### config.mk
export PLATFORM = sky130hd
export DESIGN_NAME = matmul_loop_ctrl
export DESIGN_NICKNAME = d
export VERILOG_FILES = /design/src/rtl/matmul_loop_ctrl.sv
export SDC_FILE = /design/constraint.sdc
export NUM_CORES = 1
export LEC_CHECK = 0
export ABC_AREA = 1
export BUFFER_PORTS_ARGS = -buffer_cell sky130_fd_sc_hd__buf_4
export CORE_UTILIZATION = 24
export CTS_BUF_LIST = sky130_fd_sc_hd__clkbuf_2 sky130_fd_sc_hd__clkbuf_4 sky130_fd_sc_hd__clkbuf_8
export DETAILED_ROUTE_END_ITERATION = 8
export SYNTH_ARGS = -nofsm -noshare
export SYNTH_HDL_FRONTEND = slang
export SYNTH_SLANG_ARGS = --single-unit
### constraint.sdc
create_clock -name clk -period 3.6 [get_ports clk]
set_input_delay 0.36 -clock clk [delete_from_list [all_inputs] [get_ports clk]]
set_output_delay 0.36 -clock clk [all_outputs]
set_load 0.05 [all_outputs]
### src/rtl/matmul_loop_ctrl.sv
// matmul_loop_ctrl: loop sequencer for C[i][j] = sum_k A[i][k]*B[k][j].
// Issues operand reads, MAC strobes and result writes; pulses done per job.
module matmul_loop_ctrl #(
  parameter int ADDR_W  = 16,
  parameter int MAX_DIM = 64,
  parameter int MAC_LAT = 2
) (
  input  logic              clk,
  input  logic              rst_n,
  input  logic [31:0]       cfg_m,
  input  logic [31:0]       cfg_k,
  input  logic [31:0]       cfg_n,
  input  logic              start,
  input  logic              stall,
  output logic              busy,
  output logic              done,
  output logic              err,
  output logic              rd_en,
  output logic [ADDR_W-1:0] a_addr,
  output logic [ADDR_W-1:0] b_addr,
  output logic              mac_first,
  output logic              mac_last,
  output logic              c_we,
  output logic [ADDR_W-1:0] c_addr
);

  localparam int IDX_W = $clog2(MAX_DIM + 1);
  localparam int CNT_W = (MAC_LAT > 1) ? $clog2(MAC_LAT) : 1;
  localparam int LAT_M1_I = (MAC_LAT > 0) ? MAC_LAT - 1 : 0;
  localparam logic [CNT_W-1:0] LAT_M1 = CNT_W'(LAT_M1_I);
  localparam logic [CNT_W-1:0] ONE_C = CNT_W'(1);
  localparam logic [IDX_W-1:0] ONE_I = IDX_W'(1);
  localparam logic [ADDR_W-1:0] ONE_A = ADDR_W'(1);

  typedef enum logic [2:0] {
    S_IDLE,
    S_RUN,
    S_DRAIN,
    S_WRITE,
    S_DONE
  } state_e;

  state_e state_q, state_d;

  logic [IDX_W-1:0]  dim_m_q, dim_m_d;
  logic [IDX_W-1:0]  dim_k_q, dim_k_d;
  logic [IDX_W-1:0]  dim_n_q, dim_n_d;
  logic [IDX_W-1:0]  i_q, i_d;
  logic [IDX_W-1:0]  j_q, j_d;
  logic [IDX_W-1:0]  k_q, k_d;
  logic [ADDR_W-1:0] a_row_q, a_row_d;
  logic [ADDR_W-1:0] a_addr_q, a_addr_d;
  logic [ADDR_W-1:0] b_addr_q, b_addr_d;
  logic [ADDR_W-1:0] c_addr_q, c_addr_d;
  logic [CNT_W-1:0]  lat_q, lat_d;
  logic              err_q, err_d;

  logic cfg_bad;
  logic k_last;
  logic j_last;
  logic i_last;
  logic [ADDR_W-1:0] k_ext;
  logic [ADDR_W-1:0] n_ext;
  logic [ADDR_W-1:0] j_ext;

  assign cfg_bad = (cfg_m == 32'd0) || (cfg_m > 32'(MAX_DIM))
                || (cfg_k == 32'd0) || (cfg_k > 32'(MAX_DIM))
                || (cfg_n == 32'd0) || (cfg_n > 32'(MAX_DIM));

  assign k_last = (k_q == dim_k_q - ONE_I);
  assign j_last = (j_q == dim_n_q - ONE_I);
  assign i_last = (i_q == dim_m_q - ONE_I);

  assign k_ext = ADDR_W'(dim_k_q);
  assign n_ext = ADDR_W'(dim_n_q);
  assign j_ext = ADDR_W'(j_q);

  always_ff @(posedge clk or negedge rst_n) begin
    if (!rst_n) begin
      state_q <= S_IDLE;
    end else begin
      state_q <= state_d;
    end
  end

  always_comb begin
    state_d = state_q;
    unique case (state_q)
      S_IDLE: begin
        if (start) begin
          state_d = cfg_bad ? S_DONE : S_RUN;
        end
      end
      S_RUN: begin
        if (!stall && k_last) begin
          state_d = (MAC_LAT == 0) ? S_WRITE : S_DRAIN;
        end
      end
      S_DRAIN: begin
        if (!stall && lat_q == '0) begin
          state_d = S_WRITE;
        end
      end
      S_WRITE: begin
        if (!stall) begin
          state_d = (i_last && j_last) ? S_DONE : S_RUN;
        end
      end
      S_DONE: state_d = S_IDLE;
      default: state_d = S_IDLE;
    endcase
  end

  always_comb begin
    busy      = 1'b0;
    done      = 1'b0;
    rd_en     = 1'b0;
    mac_first = 1'b0;
    mac_last  = 1'b0;
    c_we      = 1'b0;
    unique case (state_q)
      S_RUN: begin
        busy      = 1'b1;
        rd_en     = !stall;
        mac_first = !stall && (k_q == '0);
        mac_last  = !stall && k_last;
      end
      S_DRAIN: busy = 1'b1;
      S_WRITE: begin
        busy = 1'b1;
        c_we = !stall;
      end
      S_DONE: done = 1'b1;
      default: ;
    endcase
  end

  assign err    = err_q;
  assign a_addr = a_addr_q;
  assign b_addr = b_addr_q;
  assign c_addr = c_addr_q;

  // Addresses walk incrementally: a row base steps by K, b by N per k.
  always_comb begin
    dim_m_d  = dim_m_q;
    dim_k_d  = dim_k_q;
    dim_n_d  = dim_n_q;
    i_d      = i_q;
    j_d      = j_q;
    k_d      = k_q;
    a_row_d  = a_row_q;
    a_addr_d = a_addr_q;
    b_addr_d = b_addr_q;
    c_addr_d = c_addr_q;
    lat_d    = lat_q;
    err_d    = err_q;
    unique case (state_q)
      S_IDLE: begin
        if (start) begin
          dim_m_d  = cfg_m[IDX_W-1:0];
          dim_k_d  = cfg_k[IDX_W-1:0];
          dim_n_d  = cfg_n[IDX_W-1:0];
          err_d    = cfg_bad;
          i_d      = '0;
          j_d      = '0;
          k_d      = '0;
          a_row_d  = '0;
          a_addr_d = '0;
          b_addr_d = '0;
          c_addr_d = '0;
        end
      end
      S_RUN: begin
        if (!stall) begin
          if (k_last) begin
            lat_d = LAT_M1;
          end else begin
            k_d      = k_q + ONE_I;
            a_addr_d = a_addr_q + ONE_A;
            b_addr_d = b_addr_q + n_ext;
          end
        end
      end
      S_DRAIN: begin
        if (!stall && lat_q != '0) begin
          lat_d = lat_q - ONE_C;
        end
      end
      S_WRITE: begin
        if (!stall) begin
          c_addr_d = c_addr_q + ONE_A;
          k_d      = '0;
          if (j_last) begin
            j_d      = '0;
            i_d      = i_q + ONE_I;
            a_row_d  = a_row_q + k_ext;
            a_addr_d = a_row_q + k_ext;
            b_addr_d = '0;
          end else begin
            j_d      = j_q + ONE_I;
            a_addr_d = a_row_q;
            b_addr_d = j_ext + ONE_A;
          end
        end
      end
      default: ;
    endcase
  end

  always_ff @(posedge clk or negedge rst_n) begin
    if (!rst_n) begin
      dim_m_q  <= '0;
      dim_k_q  <= '0;
      dim_n_q  <= '0;
      i_q      <= '0;
      j_q      <= '0;
      k_q      <= '0;
      a_row_q  <= '0;
      a_addr_q <= '0;
      b_addr_q <= '0;
      c_addr_q <= '0;
      lat_q    <= '0;
      err_q    <= 1'b0;
    end else begin
      dim_m_q  <= dim_m_d;
      dim_k_q  <= dim_k_d;
      dim_n_q  <= dim_n_d;
      i_q      <= i_d;
      j_q      <= j_d;
      k_q      <= k_d;
      a_row_q  <= a_row_d;
      a_addr_q <= a_addr_d;
      b_addr_q <= b_addr_d;
      c_addr_q <= c_addr_d;
      lat_q    <= lat_d;
      err_q    <= err_d;
    end
  end

endmodule

# --- Yosys cells after proc, flatten, opt, wreduce, memory -nomap -nowiden ---
# Index checks and enable logic that the tools add are counted.
word_totals:
  reg_bits: 111
  in_bits: 100
  out_inout_bits: 55
op_classes:
  add_sub_neg: 12
  n_lt_le_gt_ge: 3
  n_eq_ne: 16
  mux: 42
  n_bitwise: 1
  n_reduce_logical: 26
ops:
  columns: ["op", "n"]
  rows:
  - ["16-bit 2-to-1 mux", 9]
  - ["32-bit by 7-bit greater-than comparator with 1-bit output, second input constant", 3]
  - ["32-bit zero test", 3]
  - ["16-bit one-hot mux with 3 select lines", 2]
  - ["16-bit one-hot mux with 2 select lines", 2]
  - ["7-bit 2-to-1 mux", 8]
  - ["16-bit by 1-bit adder with 16-bit output, second input constant", 2]
  - ["16-bit by 7-bit adder with 16-bit output", 2]
  - ["7-bit one-hot mux with 2 select lines", 2]
  - ["7-bit by 1-bit adder with 7-bit output, second input constant", 3]
  - ["7-bit equality test", 3]
  - ["7-bit one-hot mux with 3 select lines", 1]
  - ["7-bit by 1-bit subtractor with 7-bit output, second input constant", 3]
  - ["3-bit 2-to-1 mux", 6]
  - ["2-bit inequality test, second input constant", 9]
  - ["3-bit one-hot mux with 4 select lines", 1]
  - ["4-bit AND reduction", 3]
  - ["1-bit 2-to-1 mux", 9]
  - ["7-bit by 1-bit adder with 8-bit output, second input constant", 1]
  - ["8-bit 2-to-1 mux", 1]
  - ["7-bit zero test", 1]
  - ["3-bit by 2-bit equality test with 1-bit output, second input constant", 2]
  - ["1-bit logical AND", 5]
  - ["1-bit logical OR", 5]
  - ["13 further kinds", 14]

# --- Logic depth before layout (Yosys ltp) ---
# Gate-level depths: netlist of run 1.
logic_depth:
  word_depth: 9
  ltp_mapped: 17
  depth_no_buf: 17

# --- Worst setup path before layout of run 1 ---
# OpenSTA, ideal clock, no wires.
synth_timing:
  path_type: "register -> output"
  startpoint: "reg state_q[2]"
  endpoint: "out mac_first"
  arrival_ns: 2.763
  slack_ns: 0.477
  stages_incl_launch_ff: 7
  path_buffers: 1
  cell_sequence: "dfrtp_1 -> buf_6 -> nor3_4 -> inv_2 -> nor2_1 -> inv_1 -> nor3_1"
synth_via:
  elab_chain_cells: 2
synth_lines:
  columns: ["item", "line", "rtl"]
  rows:
  - ["start: declaration", "43", "state_e state_q, state_d;"]
  - ["start signal: assignment", "82", "state_q <= state_d;"]
  - ["3-bit by 1-bit equality test with 1-bit output", "121", "unique case (state_q)"]
  - ["1-bit 2-to-1 mux", "121", null]
  - ["end: declaration", "21", "output logic mac_first,"]
# Every way passes these cells.

# --- Worst setup path after layout of run 1 ---
layout_timing:
  startpoint: "reg dim_k_q[0]"
  endpoint: "out mac_last"
layout_via:
  elab_chain_cells: 4
layout_lines:
  columns: ["item", "line", "rtl"]
  rows:
  - ["start: declaration", "46", "logic [IDX_W-1:0] dim_k_q, dim_k_d;"]
  - ["start signal: assignment", "226", "dim_k_q <= dim_k_d;"]
  - ["7-bit by 1-bit subtractor with 7-bit output", "70", "assign k_last = (k_q == dim_k_q - ONE_I);"]
  - ["7-bit equality test", "70", null]
  - ["1-bit logical AND", "126", "mac_last = !stall && k_last;"]
  - ["1-bit 2-to-1 mux", "121", null]
  - ["end: declaration", "22", "output logic mac_last,"]
# Every way passes these cells.

==> run summary, run 1 <==
CTS Buf Count: 9
power density cells: 452.8 nW/um2
Placer Congestion: 0.8969
commonest non-fill, non-tap cell in the layout: nand2_1
CP Capture Point: mac_last
clock slew at reported path FFs: 120 ps
area grow syn2layout: 21.46%
worst setup path start: dim_k_q[0]
Hold Vio Cnt, Final: 0
setup TNS: 0 ps
Worst Path Class, Setup: flip-flop to primary output
worst-case reg-to-reg path depth: 13
CTS tree: built
root buf cell: clkbuf_8
GRT Total Usage: 14.51%
Hold WC Path Type: input port to async pin
CP Max Fanout: 4
Multi-input gate area: 4966 um2
Slew Viols, Final: 0
Tcrit/Tclk final: 74.43%
slew margin rel.: 39.93%
Layout Skew: 13.55 ps
met3 wire len: 1.179 mm
dpl hpwl: 20.11 mm
Comb power frac: 45.4%
Util after Layout: 29.69%
Die Ht: 189.8 um
post-CTS setup buffer count: 0
Flop pwr share: 36.4%
maximum vdd drop: 0.2324 mV
top cell type's share of synthesized area: 32.81%
outcome: complete, no violations
Net count, final: 1,575
CP required: 3240 ps
post-synth top area cell: dfrtp_1
routed wl met2: 12.15 mm
Core ar.: 34,630 um2
number of iterations in the first detailed-routing pass: 5
GRT Residual Overflow: 0
vias in the first global route: 8,365
hold buffer count at CTS: 0
input/output buffers: 154
Gate Count Post-Synth: 1,311
ys flop type: dfrtp_1
flops & latches, synth: 111
DP Area: 10,070 um2
Diodes inserted: 0
ANT nets after route: 0
P_int: 2.529 mW
initial core utilization: 24.45%
Final min period: 2679 ps
ys async rst share: 100.0%
Avg Inst Size Synth: 6.457 um2
row cnt: 68
Fillers: 3,778
WP data arrival: 2320 ps
net switching fraction of the power: 45.68%
clock power share: 18.2%
RSZ-0062 raised after global routing: false
static leakage: 5.073 nW
DRC viols: 0
flip-flop and latch area: 2778 um2
DR top layer: met4
Synth cell types: 46
initial antenna violation count: 0
Post-Route WL: 25.63 mm
Worst setup SP type: flip-flop
most frequent cells in the layout: nand2_1 (431), nor2_1 (174), buf_4 (159)
CP Capture Type: primary output
r2r startpoint: dim_n_q[1]
I/O pin cnt: 155
Worst Tran Pin Value: 901.0 ps
CTS Sinks: 111
total power draw: 4.656 mW
post-synthesis sequential area ratio: 32.81%
pin count of the biggest net entering global routing: 65
R2R setup slack: 940 ps
maximum level of the CTS H-tree: 3
syn nets: 1,436
max_cap viols: 0
Fmax achieved: 373.2 MHz
vias per cell: 4.593
wl on met1: 11.76 mm
Initial DRC Count: 371
Max clock buf depth: 2
Clk Latency, worst-skew pair: 410 ps
synthesized area: 8466 um2
# setup viols final: 0
layout cells sized above 1: 14.23%
first-pass GRT wire length: 41.88 mm
synth warn: 0
Synth area leaders: dfrtp_1 (33%), nand2_1 (19%), nand3_1 (8.1%)
die area: 36,030 um2
Post-synth EDFFs: 0
Routed WL per cell: 13.42 um
die width: 189.8 um
cell area after layout: 10,280 um2
via count: 8,773
switching power: 2.127 mW
r2r endpoint: i_q[5]
Resize count post-CTS: 0
## area by class of cell
cell class / instances / share of cell area, %
repair buffers: 160 / 11.80
well taps: 455 / 5.537
flip-flops and latches: 111 / 27.01
multi-input cells: 1024 / 48.30
clock buffers: 12 / 1.545
inverters: 144 / 5.281
clock inverters: 4 / 0.5232
## worst min path at each step
| stage | startpoint | end | slack (ps) | cells after the start |
|---|---|---|---|---|
| detailed placement | a_row_q[15] | a_row_q[15] | 510 | 2 |
| finish | rst_n | c_addr[9] | 60 | 1 |
| CTS | rst_n | c_addr[9] | 80 | 1 |
| global route | rst_n | c_addr[9] | 130 | 1 |
| floorplan | rst_n | a_addr[0] | 60 | 0 |
| global placement | b_addr[4] | b_addr[4] | 500 | 2 |
## layer usage
metal,GRT usage [%],vias up
met1,18.43,4023
met5,0,-
li1,-,4492
met2,24.73,226
met3,2.490,32
met4,4.901,0
## registers in the layout (all words and copies together) (netlist names)
register,cells
c_addr,16
i_q,7
dim_n_q,7
lat_q,1
k_q,7
dim_m_q,7
a_row_q,16
b_addr,16
a_addr,16
j_q,7
state_q,3
dim_k_q,7
err,1
## cell usage after synthesis, types with 2 or more instances
cell type	n
nand2_1	431
nor2_1	174
inv_1	137
nand3_1	137
dfrtp_1	111
o21ai_0	57
xor2_1	29
nand4_1	27
ha_1	23
o21ai_1	22
a21oi_1	21
nor3_1	18
xnor2_1	17
clkbuf_1	13
nor4_1	8
a31oi_1	7
nand3b_1	7
o31ai_1	7
buf_2	6
inv_2	6
buf_4	5
buf_6	5
or2_2	5
nand2_2	4
a21o_1	3
nor3_2	3
nor3b_1	3
a31o_2	2
buf_1	2
fa_1	2
nand2_4	2
nor2_2	2
o21bai_1	2
## cells by family (layout without fill, tap and decap cells)
| kind of cell | Yosys count | in the layout | share of synthesized area [%] |
|---|---|---|---|
| and+or+nand+nor | 826 | 826 | 41.49 |
| buffers and inverters | 176 | 320 | 8.602 |
| DFF | 111 | 111 | 32.81 |
| AOI/OAI and AO/OA | 126 | 126 | 8.277 |
| adders and majority gates | 25 | 25 | 3.872 |
| xor gates and xnor gates | 47 | 47 | 4.951 |
## power by group through the flow
| stage | sequential [mW] | clock, mW | combinational, mW |
|---|---|---|---|
| 2_1_floorplan | 1.62 | 0 | 1.67 |
| 6_report | 1.69 | 0.848 | 2.11 |
| 3_3_place_gp | 1.71 | 0 | 2.08 |
| 3_5_place_dp | 1.72 | 0 | 2.11 |
| 4_1_cts | 1.69 | 0.880 | 2.12 |
| 5_1_grt | 1.73 | 0.917 | 2.41 |
## per-stage QoR
stage          instances  worst slack, ps  hold slack (ps)
2_1_floorplan       1311            477.1            64.41
3_3_place_gp        1894             1064            499.8
3_5_place_dp        1894            968.1            513.8
4_1_cts             1910            909.8            81.75
5_1_grt             1910            627.3            125.1
6_report            1910            920.6            60.25
## critical path, stage by stage (launching register included)
cell and delay [ps]:
dfrtp_1 410, inv_1 90, ha_1 310, nand2_1 60
inv_1 40, nor2_1 80, nand2_1 60, nor2_1 100
nand2_1 60, nor2_1 100, nand3_1 110, nor2_1 220
buf_4 260
(Power assumes the default switching activity.)
==> inputs of run 2 (changes only) <==
--- a/config.mk
+++ b/config.mk
@@ -5,7 +5,7 @@
 export SDC_FILE = /design/constraint.sdc
 export NUM_CORES = 1
 export LEC_CHECK = 0
-export ABC_AREA = 1
+export ABC_AREA = 0
 export BUFFER_PORTS_ARGS = -buffer_cell sky130_fd_sc_hd__buf_4
 export CORE_UTILIZATION = 24
 export CTS_BUF_LIST = sky130_fd_sc_hd__clkbuf_2 sky130_fd_sc_hd__clkbuf_4 sky130_fd_sc_hd__clkbuf_8
==> constraint.sdc (replaced) <==
create_clock -name clk -period 2.6 [get_ports clk]
set_input_delay 0.26 -clock clk [delete_from_list [all_inputs] [get_ports clk]]
set_output_delay 0.26 -clock clk [all_outputs]
set_load 0.05 [all_outputs]
==> run 2 against run 1 <==
Against the previous run:
- synthesized cell count decreased by 41%
- critical path depth is the same
- critical endpoint is now c_addr[11]
- cell area is 6.8% lower
- clock power is 44% higher
- largest cell class unchanged
- clock skew about the same
- routed wire length decreased by 17%
- die area is 19% lower
- flip-flop and latch count stayed put
- highest routed layer unchanged
- clock-buffer cell count up 1
==> run summary, run 2 <==
CP Max Fanout: 5
initial antenna violation count: 0
syn nets: 894
layout cells sized above 1: 33.50%
CTS Buf Count: 9
WP data arrival: 2860 ps
die area: 29,150 um2
Final min period: 2593 ps
I/O pin cnt: 155
Layout Skew: 13.87 ps
root buf cell: clkbuf_8
clock slew at reported path FFs: 100 ps
ys flop type: dfrtp_1
static leakage: 4.318 nW
outcome: complete, no violations
CP required: 2870 ps
input/output buffers: 154
clock power share: 28.4%
post-synthesis sequential area ratio: 40.64%
Max clock buf depth: 2
pin count of the biggest net entering global routing: 53
Core ar.: 27,930 um2
Avg Inst Size Synth: 8.887 um2
Clk Latency, worst-skew pair: 390 ps
R2R setup slack: 7 ps
# setup viols final: 0
via count: 6,361
number of iterations in the first detailed-routing pass: 5
CP Capture Type: flip-flop
maximum level of the CTS H-tree: 3
ANT nets after route: 0
row cnt: 61
Synth cell types: 62
pre-CTS setup slack: -18.44 ps
Util after Layout: 34.32%
Worst Path Class, Setup: flip-flop to flip-flop
Fillers: 2,932
Die Ht: 170.7 um
Fmax achieved: 385.6 MHz
vias in the first global route: 6,247
power density cells: 449.0 nW/um2
maximum vdd drop: 0.2233 mV
GRT Residual Overflow: 0
die width: 170.7 um
Post-synth EDFFs: 0
net switching fraction of the power: 30.78%
top-count cell post-synth: dfrtp_1
top cell type's share of synthesized area: 40.64%
Gate Count Post-Synth: 769
Comb power frac: 27.1%
Initial DRC Count: 338
P_int: 2.980 mW
Diodes inserted: 0
Post-Route WL: 21.16 mm
commonest non-fill, non-tap cell in the layout: buf_4
switching power: 1.325 mW
synth warn: 0
r2r startpoint: dim_k_q[2]
CTS tree: built
synthesized area: 6834 um2
Hold WC Path Type: input port to flip-flop
Flop pwr share: 44.5%
most frequent cells in the layout: buf_4 (220), dfrtp_1 (107), nand2_1 (86)
post-synth top area cell: dfrtp_1
Placer Congestion: 0.8639
Slew Viols, Final: 0
Hold Vio Cnt, Final: 0
Worst setup SP type: flip-flop
Routed WL per cell: 15.52 um
slew margin rel.: 65.62%
DRC viols: 0
Synth area leaders: dfrtp_1 (41%), xnor2_1 (5.5%), nor2_1 (4.9%)
GRT Total Usage: 14.74%
Final WS setup: 6.970 ps
dpl hpwl: 15.98 mm
initial core utilization: 24.46%
Tcrit/Tclk final: 99.73%
Worst Tran Pin Value: 515.7 ps
setup TNS: 0 ps
worst hold start: cfg_m[1]
RSZ-0062 raised after global routing: true
flops & latches, synth: 111
first-pass GRT wire length: 33.51 mm
area grow syn2layout: 40.30%
most instantiated cells after synthesis: dfrtp_1 (111), nor2_1 (89), nand2_1 (88)
worst setup path start: dim_k_q[2]
Net count, final: 1,105
max_cap viols: 0
CTS Sinks: 111
worst hold slack: 98.55 ps
ys async rst share: 100.0%
vias per cell: 4.667
==> run 2: changes by cell type after synthesis, sizes merged, moves of 23 or more <==
cell and change:
o21ai -23, xnor2 +25, inv -125, nand3 -115, nand2 -347, nor2 -88
==> run 2: layer usage <==
layer  global-route usage [%]  wire (um)
met1                    20.01      10080
met2                    23.89       9925
met3                    2.730        800
met4                    3.878        354
met5                        0          0
==> run 2: critical path, cell delays in order, from the launching register on <==
cell and delay (ps):
dfrtp_2 470, buf_4 150, nor2b_2 150, or3_4 370
a31oi_4 190, a41oi_4 160, nand2_4 130, inv_8 30
or2_4 240, and4_4 220, and4_1 180, xnor2_1 130
nor2_1 50
==> run 2: logic make-up (layout without fill, tap and decap cells) <==
kind of cell    after synthesis  after routing  share of synthesized area, %
flops                       111            111                         40.64
compound gates              162            162                         15.60
fa+ha+maj                    25             25                         4.797
simple gates                325            325                         23.09
xor+xnor                     78             78                         9.996
buf+inv                      48            264                         2.673
mux                          20             20                         3.204
==> run 2: through the flow <==
step / total power, mW / cell area, um2 / std cells
after CTS: 4.308 / 9301 / 1354
after global placement: 2.998 / 8915 / 1331
after global routing: 4.552 / 9588 / 1363
final: 4.305 / 9588 / 1363
after floorplan: 2.562 / 6910 / 769
after detailed placement: 3.015 / 8915 / 1331
==> run 2: repair_timing <==
action                                  4_1_cts  5_1_grt
endpoints found under the hold margin        32        0
buffers inserted                              6        8
hold buffers                                  1        0
gates resized for setup                      20       46
gates cloned                                  0        1
endpoints found under the setup margin        9       46
pin swaps                                    11       26
==> run 2: cell type report <==
type	instances	area, um2	area share, %
Inverter	19	78.83	0.8221
Clock inverter	3	65.06	0.6786
Multi-Input combinational cell	610	4230	44.12
Clock buffer	13	166.4	1.736
Tap cell	378	473.0	4.933
Sequential cell	111	2783	29.02
Timing Repair Buffer	229	1792	18.69
==> run 2: power by group through the flow <==
stage	logic (mW)	clock network (mW)	registers (mW)
final	1.17	1.22	1.92
after global routing	1.27	1.34	1.93
after CTS	1.11	1.28	1.91
after detailed placement	1.07	0	1.94
after global placement	1.05	0	1.94
after floorplan	0.547	0	2.02
==> run 2: worst paths after layout <==
check                                    to  cells past startpoint
worst min register to register  a_row_q[10]                      2
max in group asynchronous         c_addr[2]                      3
worst max register to register   c_addr[11]                     12
worst min-delay path             dim_m_q[1]                      3
worst max-delay path             c_addr[11]                     12
min in group asynchronous         b_addr[7]                      2
